<file path="src/rtl/rca_pkg.sv">
// Shared definitions for the serial word adder built around the 4-bit ripple-carry slice.
package rca_pkg;

    localparam int NIBBLE_W = 4;

    typedef enum logic [1:0] {
        IDLE = 2'd0,
        BUSY = 2'd1,
        DONE = 2'd2
    } state_t;

    // Signed overflow: operands share a sign and the result sign differs from it.
    function automatic logic ovf_term(input logic a_msb, input logic b_msb, input logic s_msb);
        return (a_msb == b_msb) && (s_msb != a_msb);
    endfunction

endpackage

</file>
<file path="src/rtl/ripple_carry_adder_4bit.sv">
// 4-bit ripple-carry adder: a chain of four full adders.
module ripple_carry_adder_4bit (
    input  logic [3:0] a,
    input  logic [3:0] b,
    input  logic       cin,
    output logic [3:0] sum,
    output logic       cout
);

    logic [4:0] c;

    assign c[0] = cin;

    for (genvar i = 0; i < 4; i++) begin : g_fa
        assign sum[i]   = a[i] ^ b[i] ^ c[i];
        assign c[i + 1] = (a[i] & b[i]) | (c[i] & (a[i] ^ b[i]));
    end

    assign cout = c[4];

endmodule

</file>
<file path="src/rtl/rca_serial_word_adder.sv">
// Multi-cycle WIDTH-bit adder: streams one nibble per cycle, LSB first, through a
// single 4-bit ripple-carry slice, then holds the word result on a valid/ready output.
module rca_serial_word_adder
    import rca_pkg::*;
#(
    parameter int WIDTH = 16
) (
    input  logic             clk,
    input  logic             rst,
    input  logic             in_valid,
    output logic             in_ready,
    input  logic [WIDTH-1:0] a,
    input  logic [WIDTH-1:0] b,
    input  logic             cin,
    output logic             out_valid,
    input  logic             out_ready,
    output logic [WIDTH-1:0] sum,
    output logic             cout,
    output logic             overflow
);

    localparam int NIBBLES = WIDTH / NIBBLE_W;
    localparam int IDX_W   = (NIBBLES > 1) ? $clog2(NIBBLES) : 1;

    state_t             state, state_nxt;
    logic               idle_rdy;
    logic [IDX_W-1:0]   idx;
    logic               carry;
    logic [WIDTH-1:0]   a_reg, b_reg, sum_reg;
    logic               cout_reg, ovf_reg;
    logic               last;

    logic [NIBBLE_W-1:0] add_a, add_b, add_s;
    logic                add_co;

    assign add_a = a_reg[idx*NIBBLE_W +: NIBBLE_W];
    assign add_b = b_reg[idx*NIBBLE_W +: NIBBLE_W];
    assign last  = (idx == IDX_W'(NIBBLES - 1));

    ripple_carry_adder_4bit u_rca (
        .a    (add_a),
        .b    (add_b),
        .cin  (carry),
        .sum  (add_s),
        .cout (add_co)
    );

    always_ff @(posedge clk or posedge rst) begin
        if (rst) begin
            state <= IDLE;
        end else begin
            state <= state_nxt;
        end
    end

    // The unused encoding behaves exactly like IDLE.
    always_comb begin
        state_nxt = state;
        idle_rdy  = 1'b0;
        out_valid = 1'b0;
        case (state)
            BUSY: begin
                if (last) state_nxt = DONE;
            end
            DONE: begin
                out_valid = 1'b1;
                if (out_ready) state_nxt = IDLE;
            end
            default: begin
                idle_rdy = 1'b1;
                if (in_valid) state_nxt = BUSY;
            end
        endcase
    end

    assign in_ready = idle_rdy & ~rst;

    always_ff @(posedge clk or posedge rst) begin
        if (rst) begin
            idx      <= '0;
            carry    <= 1'b0;
            a_reg    <= '0;
            b_reg    <= '0;
            sum_reg  <= '0;
            cout_reg <= 1'b0;
            ovf_reg  <= 1'b0;
        end else if (idle_rdy && in_valid) begin
            a_reg <= a;
            b_reg <= b;
            carry <= cin;
            idx   <= '0;
        end else if (state == BUSY) begin
            sum_reg[idx*NIBBLE_W +: NIBBLE_W] <= add_s;
            carry <= add_co;
            // The top nibble of the sum is still combinational here, so take its MSB from the slice.
            if (last) begin
                cout_reg <= add_co;
                ovf_reg  <= ovf_term(a_reg[WIDTH-1], b_reg[WIDTH-1], add_s[NIBBLE_W-1]);
            end else begin
                idx <= idx + 1'b1;
            end
        end
    end

    assign sum      = sum_reg;
    assign cout     = cout_reg;
    assign overflow = ovf_reg;

endmodule

</file>
<file path="config.mk">
export PLATFORM = sky130hd
export DESIGN_NAME = rca_serial_word_adder
export DESIGN_NICKNAME = d
export VERILOG_FILES = /design/src/rtl/rca_pkg.sv /design/src/rtl/ripple_carry_adder_4bit.sv /design/src/rtl/rca_serial_word_adder.sv
export SDC_FILE = /design/constraint.sdc
export NUM_CORES = 1
export LEC_CHECK = 0
export BUFFER_PORTS_ARGS = -buffer_cell sky130_fd_sc_hd__buf_2
export CORE_MARGIN = 4
export CORE_UTILIZATION = 49
export CTS_CLUSTER_DIAMETER = 30
export DETAILED_ROUTE_END_ITERATION = 16
export HOLD_SLACK_MARGIN = 0.02
export PLACE_DENSITY = 0.76
export SETUP_SLACK_MARGIN = 0.15
export SLEW_MARGIN = 10
export SYNTH_ARGS = -nofsm -noshare
export SYNTH_HDL_FRONTEND = slang
export SYNTH_HIERARCHICAL = 1
export SYNTH_SLANG_ARGS = --single-unit
</file>
<file path="constraint.sdc">
create_clock -name clk -period 3.5 [get_ports clk]
set_clock_uncertainty 0.15 [all_clocks]
set_input_delay 0.525 -clock clk [delete_from_list [all_inputs] [get_ports clk]]
set_output_delay 0.525 -clock clk [all_outputs]
set_load 0.02 [all_outputs]
</file>
==> summary by stage, run 1 <==
Synthesis
The largest area contributor in the netlist is dfrtp_1. Yosys attributes the largest share of cell area to dfrtp_1, mux2_2, mux4_1. Counting distinct cell types in the post-synthesis netlist gives 33. The post-synthesis cell count is 192. The Yosys step of the flow raised 6 warnings.

The fraction of synthesized cell area taken by the top area cell type is 51.47%. The synthesized area per cell is 13.93 um2. Summing every instance area after synthesis gives 0.002674 mm2. The synthesized netlist net count is 240. Sequential elements use 51.47% of the synthesized area. The number of register bits inferred by synthesis is 55.

STA
The sum of negative setup slack is 0 ns. The worst slew margin relative to its limit is 37.41%. The hold violation count in the final report was 0. The shortest period the worst path allows is 3.166 ns. The total count of max-transition violations in the final report is 0. The setup violation total in the final timing report is 0. Setup repair after global routing left no endpoint under its margin. The setup slack of the critical path after layout is 0.3343 ns.

For the pin with the worst max-slew slack, the measured transition is 0.9377 ns. The final critical path takes up 90.45% of the cycle. The fmax is 0.3159 GHz.

Die
In this run the core area contains 26 standard-cell rows. The total area inside the core boundary comes to 0.005205 mm2. The top-level port count is 57. The effective utilization at floorplan is 51.37%.

The die covers 0.006703 mm2. The floorplan step set the die width to 81.87 um. Measured along the y axis, the die boundary spans 81.87 um.

GRT
Entering global routing, the biggest net connects 56 pins. The via count of the first global-routing pass was 1732. The first-pass GRT wire length is 8.252 mm. The initial antenna violation count was 0. The final global-route overflow total is 0. The combined global-route utilization of all metal layers is 16.33%.

Power
In this run the power density over the cells is 1055 mW/mm2. The logic gate share of total power is 54.8%. The power share of the sequential group is 33.6%. The static power due to leakage is 1.509 nW. The switching power of the nets is 1.278 mW.

The maximum vdd ir drop is 0.4195 mV. The cell-internal power is 1.980 mW. The switching share of power is 39.24%. The share of total power in the clock network is 11.6%.

Routing
The first-pass detailed-route iteration total is 4. The number of DRC markers in iteration 0 is 59. The number of vias per cell after detailed routing is 5.130.

The vias after detailed routing is 1652. The routed length per placed instance is 15.07 um. The final layout contains routed wiring with a total length of 4.853 mm.

The number of remaining DRC errors is 0. The post-route antenna net violation count is 0.

Clock network
The clock net in this run drives a total of 55 sinks. The CTS tree is yes. The clock buffer count from CTS is 5. The cell at the root of the clock tree is clkbuf_8. The later pin in the worst-skew pair is clocked with a latency of 0.30 ns. Clock-pin slew was measured on the worst setup and hold paths at 0.09 ns. The level count of the clock H-tree is 2. The longest clock path from root to sink contains 2 buffers.

Layout
The antenna diode count is 0. From synthesis to final layout, the design area changed by 15.54%. In the final design database the tool counted 299 nets. The top cell types in the final layout, fill and taps aside, are buf_2, dfrtp_1, mux2_2. Leaving out fill and tap cells, the most frequent cell in the layout is buf_2. Of the cells placed in the final design, the portion with a size suffix greater than 1 is 44.84%. Once layout is complete, the utilization of the core stands at 59.35%.

Worst setup path
The endpoint arrival time on the critical path is 3.21 ns. The type of origin of the critical path is a flop. For the worst setup path, the data required time is 3.54 ns. The start-to-end type of the worst setup path is flop to flop. Counting cells, the worst reg-to-reg path comes to 11. The critical-path maximum fanout is 4.

The kind of end point of the critical path is a flop.

Run status
The run finished with clean final reports.

Place
Detailed placement finished with a half-perimeter wire length of 3.609 mm. The post-placement worst setup slack is 0.1522 ns. The routability congestion estimate from global placement is 0.7586. The count of input and output buffers is 56.

Flow run
The number of violations of the max-capacitance limit is 0.

Worst hold path
The path class of the tightest hold or removal check is input port to asynchronous set/reset pin.
-- kinds of logic after synthesis --
kind of cell | after synthesis | synth area share, %
DFF | 55 | 51.47
xor gates and xnor gates | 1 | 0.3276
muxes | 45 | 23.49
adders and majority gates | 11 | 6.270
buffers and inverters | 22 | 4.960
AOI/OAI and AO/OA | 22 | 5.522
and+or+nand+nor | 36 | 7.956
-- synthesized netlist by cell type, drive strengths merged --
cell type,instances
a21oi,4
a22o,4
a32o,4
and3,1
and3b,1
and4,1
buf,6
clkbuf,1
dfrtp,55
fa,4
ha,7
inv,15
mux2,35
mux2i,2
mux4,8
nand2,20
nand2b,1
nand3,1
nand3b,1
nor2,2
nor2b,5
nor3,2
nor3b,1
o21ai,8
o22ai,2
xnor2,1
-- power groups by stage --
stage               combinational [mW]  sequential [mW]  clock, mW
CTS                               1.73             1.10      0.388
floorplan                         1.34             1.12          0
global route                      2.01             1.13      0.421
finish                            1.79             1.09      0.378
detailed placement                1.72             1.11          0
global placement                  1.67             1.10          0
-- critical path: stages, from the launching register on --
cell     delay [ns]
dfrtp_2        0.43
mux4_2         0.54
fa_2           0.39
inv_1          0.07
fa_1           0.16
inv_1          0.05
fa_1           0.35
inv_1          0.07
fa_1           0.42
inv_2          0.09
o22ai_1        0.08
mux2_2         0.26
-- through the flow --
stage	hold WS [ns]	instance area, um2	power, mW	instances
6_report	0.2506	3089	3.258	322
5_1_grt	0.2823	3089	3.562	322
3_3_place_gp	0.3067	2980	2.773	313
4_1_cts	0.2843	3082	3.213	321
2_1_floorplan	0.3203	2674	2.466	192
3_5_place_dp	0.3164	2980	2.832	313
-- path summary, 6_finish.rpt --
kind / start / end / slack (ns)
worst max-delay path: idx[0] / overflow / 0.33
worst min-delay path: rst / state[1] / 0.25
worst max register to register: idx[0] / overflow / 0.33
worst min register to register: sum[12] / sum[12] / 0.33
max in group asynchronous: rst / idx[0] / 2.35
min in group clk: a[5] / a_reg[5] / 0.29
-- layout make-up --
cell class	count	area, um2
Fill cell	446	2116
Sequential cell	55	1378
Multi-Input combinational cell	115	1164
Timing Repair Buffer	59	302.8
Clock buffer	8	100.1
Tap cell	70	87.58
Inverter	15	57.56
-- routing by layer --
metal  up-vias  share of wire, %  global-route usage [%]
met4         0               1.7                   5.150
met3         9               6.6                   4.715
met5         -                 0                       0
met1       802                45                   21.51
li1        795                 -                       -
met2        46                47                   26.09
-- repair_timing --
item / CTS / global route
pin swaps: 0 / 0
gates resized for setup: 1 / 3
setup endpoints to repair: 1 / 3
hold buffers: 0 / 0
setup buffers: 0 / 1
No activity file was read; power rests on OpenSTA's default activity.
==> inputs of run 2 (changes only) <==
- ABC_AREA: default -> 1
==> run 2 against run 1 <==
Net effect:
- critical endpoint is now sum[7]
- fmax rose by 0.86%
- first-iteration DRC count rose by 110%
- synthesized cell count rose by 72%
- design area rose by 1.3%
- final cell count rose by 41%
- flip-flop and latch count did not move
- critical path depth rose by 3
- hold slack got worse by 0.0050 ns
- critical path type unchanged
- global-route usage rose by 1.9 points
- sequential share of layout area fell by 0.63 points
==> summary by stage, run 2 <==
Die
The number of placement rows is 26 (unchanged). The top-level port count is 57 (unchanged). The core area is 0.005205 mm2 (unchanged). The die boundary height is 82.11 um (+0.29%). The floorplan die width is 82.11 um (+0.29%).

The overall die area is 0.006742 mm2 (+0.59%). The effective utilization at floorplan is 51.71% (+0.34 points).

Layout
The count of placed standard cells in the final layout, fillers left out is 455 (+41%). The most common library cell in the layout ignoring fill and taps is nand2_1. The area added between synthesis and finish is 16.32%.

The total area of sequential cells is 0.001376 mm2 (about the same). Leaving out fill and tap cells, the most frequent cells in the layout are nand2_1, buf_2, dfrtp_1. The area occupied by multi-input gates came to 0.001081 mm2 (-7.1%). The antenna diode count is 0 (unchanged). The number of filler cells placed in the layout was 490 (+9.9%). The ratio of cells with drive above 1 in the final layout is 20.26% (-25 points).

The layout net count was 432 (+44%).

Synthesis
The post-synthesis cell count is 330 (+72%). The synthesized netlist net count is 378 (+57%). The number of distinct library cells after synthesis came to 18 (-45%). The share of async-settable or async-resettable flops after synthesis was 100.0% (unchanged).

Yosys attributes the largest share of cell area to dfrtp_1, nand2_1, o21ai_0. The fraction of synthesized cell area taken by the top area cell type is 51.14% (-0.34 points). Among all flip-flop cells after synthesis, the most frequent one is dfrtp_1. dfrtp_1 takes more of the synthesized area than any other cell. The number of register bits inferred by synthesis came to 55 (unchanged). In the synthesized netlist, the cells that appear most often are nand2_1, dfrtp_1, o21ai_0. The count of flip-flops with a built-in enable after synthesis was 0 (unchanged). The synthesized cell area is 0.002691 mm2 (+0.66%). The synthesized area per cell was 8.156 um2 (-41%).

The count of yosys warnings during synthesis is 6 (unchanged). In the post-synthesis netlist, the cell with the most instances is nand2_1. The fraction of the yosys area taken by sequential cells is 51.14% (-0.34 points).

Worst setup path
The type of origin of the critical path is a flop. The family with the most delay on the worst path is adder cells. The endpoint arrival time on the critical path is 3.21 ns (about the same).

The critical path's largest stage delay is 0.42 ns (-0.12 ns). Traced cell by cell, the critical path runs through clkinvlp_4 -> buf_4 -> o211ai_1 -> nand2_1 -> fa_1 -> inv_1 -> fa_1 -> inv_1 -> fa_1 -> inv_1 -> fa_1 -> inv_2 -> nand3_1 -> o21ai_0. The worst endpoint required time is 3.57 ns (+0.03 ns). The count of buffer and inverter cells on the critical path is 6 (+2). The most common cell type on the critical path is fa_1. For this design, the slowest cell found on the critical path is fa_1.

By startpoint and endpoint, the worst setup path is classified as flop to flop. The critical-path maximum fanout is 10 (+6). The kind of end point of the critical path is a flop.

GRT
The maximum number of pins on one net before global-route repair is 56 (unchanged). The initial antenna violation count is 0 (unchanged). The combined global-route utilization of all metal layers is 18.20% (+1.9 points). The first-pass GRT wire length is 9.453 mm (+15%). The via count of the first global-routing pass is 2138 (+23%). The final global-route overflow total is 0 (unchanged).

Clock network
The maximum clock insertion buffer count was 2 (unchanged). The clock buffer count from CTS is 5 (unchanged). The tree is rooted in a clkbuf_8. The clock slew seen by the registers of the worst setup and hold paths is 0.10 ns (about the same).

The CTS sink count is 55 (unchanged). The clock network latency to the later pin of the worst-skew pair is 0.31 ns (about the same). The level count of the clock H-tree is 2 (unchanged). TritonCTS built the clock tree.

Power
The share of total power in the clock network is 14.4% (+2.8 points). The maximum vdd ir drop was 0.4282 mV (+2.1%). The cell-internal power was 1.648 mW (-17%). The switching power of the nets is 1.347 mW (+5.4%). The areal power density over the cells is 956.7 mW/mm2 (-9.3%). The power share of the sequential group came to 34.8% (+1.2 points).

The switching share of power was 44.97% (+5.7 points). The logic gate share of total power was 50.8% (-4.0 points). The static power due to leakage is 1.722 nW (+14%).

Run status
The run finished with clean final reports.

Routing
The wire length on met2 was 2.628 mm (+16%). The post-route antenna net violation count is 0 (unchanged). The number of vias per cell after detailed routing is 4.826 (-5.9%). The routed length per placed instance is 12.14 um (-19%). The highest routing layer actually used is met4.

The met1 wire length is 2.573 mm (+18%). The number of remaining DRC errors is 0 (unchanged). The final wirelength is 5.523 mm (+14%). The number of DRC markers in iteration 0 was 121 (+110%). The met3 wirelength from detailed routing was 239 um (-25%). The first-pass detailed-route iteration total is 4 (unchanged). The vias after detailed routing was 2196 (+33%).

Flow run
The number of violations of the max-capacitance limit is 0 (unchanged).

Place
The detailed-placement wirelength estimate is 4.099 mm (+14%). The count of input and output buffers came to 56 (unchanged). The routability congestion estimate from global placement was 0.8337 (+9.9%). The number of cells in the design after placement was 445 (+42%).

STA
The sum of negative setup slack was 0 ns (unchanged). The portion of the clock cycle consumed by the worst path in the final layout is 89.68% (-0.77 points). The setup violation total in the final timing report was 0 (unchanged). Setup repair after global routing left no endpoint under its margin. The hold violation count in the final report is 0 (unchanged).

The shortest period the worst path allows is 3.139 ns (-0.02683 ns). The fmax is 0.3186 GHz (+0.86%). The measured slew at the worst slew-check pin is 0.9172 ns (-0.02046 ns). The total count of max-transition violations in the final report is 0 (unchanged). The worst slew margin relative to its limit is 38.78% (+1.4 points).

Worst hold path
The type of the tightest min-delay check is input port to asynchronous set/reset pin.
[run 2: changes by cell type in the layout (fill, tap and decap cells not counted), sizes merged, moves of 8 or more]
cell / before / now
inv: 14 / 35
nor2: 2 / 14
nand2: 20 / 129
nand3: 1 / 14
mux2: 35 / 0
o21ai: 8 / 41
mux4: 8 / 0
[run 2: final cells by class]
type / count / area share, %
clock buffer: 6 / 2.638
clock inverter: 2 / 1.119
inverter: 37 / 4.676
multi-input combinational: 224 / 34.53
sequential: 55 / 43.96
tap: 70 / 2.798
timing repair buffer: 61 / 10.27
[run 2: logic make-up (layout without fill, tap and decap cells)]
group	after synthesis	in the layout	synth area share, %
adders and majority gates	11	11	6.230
AOI/OAI and AO/OA	53	53	10.32
DFF	55	55	51.14
buffers and inverters	51	106	8.787
and+or+nand+nor	160	160	23.52
[run 2: power groups by stage]
stage	Clock (mW)	Combinational, mW	Sequential (mW)
after floorplan	0	1.06	1.09
after global placement	0	1.44	1.04
after detailed placement	0	1.48	1.05
after CTS	0.437	1.49	1.04
after global routing	0.463	1.73	1.07
final	0.431	1.52	1.04
[run 2: worst paths after layout]
kind	slack, ns	cells past startpoint	endpoint	startpoint
max	0.36	14	sum[7]	idx[0]
min	0.25	2	state[0]	rst
max reg2reg	0.36	14	sum[7]	idx[0]
min reg2reg	0.33	2	sum[2]	sum[2]
max in group asynchronous	2.43	2	sum[2]	rst
min in group clk	0.25	3	b_reg[11]	b[11]
[run 2: timing repair]
action | CTS | global route
buffers inserted | 0 | 2
gates resized for setup | 0 | 8
hold buffers | 0 | 0
setup endpoints to repair | 0 | 5
[run 2: routing by layer]
layer / up-vias / global-route usage, %
met4: 0 / 6.478
li1: 1135 / -
met2: 45 / 30.21
met3: 6 / 3.579
met5: - / 0
met1: 1010 / 23.78
[run 2: through the flow]
stage | power [mW] | utilization [%] | setup slack, ns | area [um2] | hold WS (ns)
after floorplan | 2.155 | - | 0.5757 | 2691 | 0.2936
after global placement | 2.485 | 57.33 | 0.4355 | 2984 | 0.3123
after detailed placement | 2.530 | 57.33 | 0.2987 | 2984 | 0.3138
after CTS | 2.961 | 59.59 | 0.2667 | 3102 | 0.2462
after global routing | 3.270 | 60.14 | 0.1456 | 3131 | 0.2499
final | 2.995 | 60.14 | 0.3612 | 3131 | 0.2456
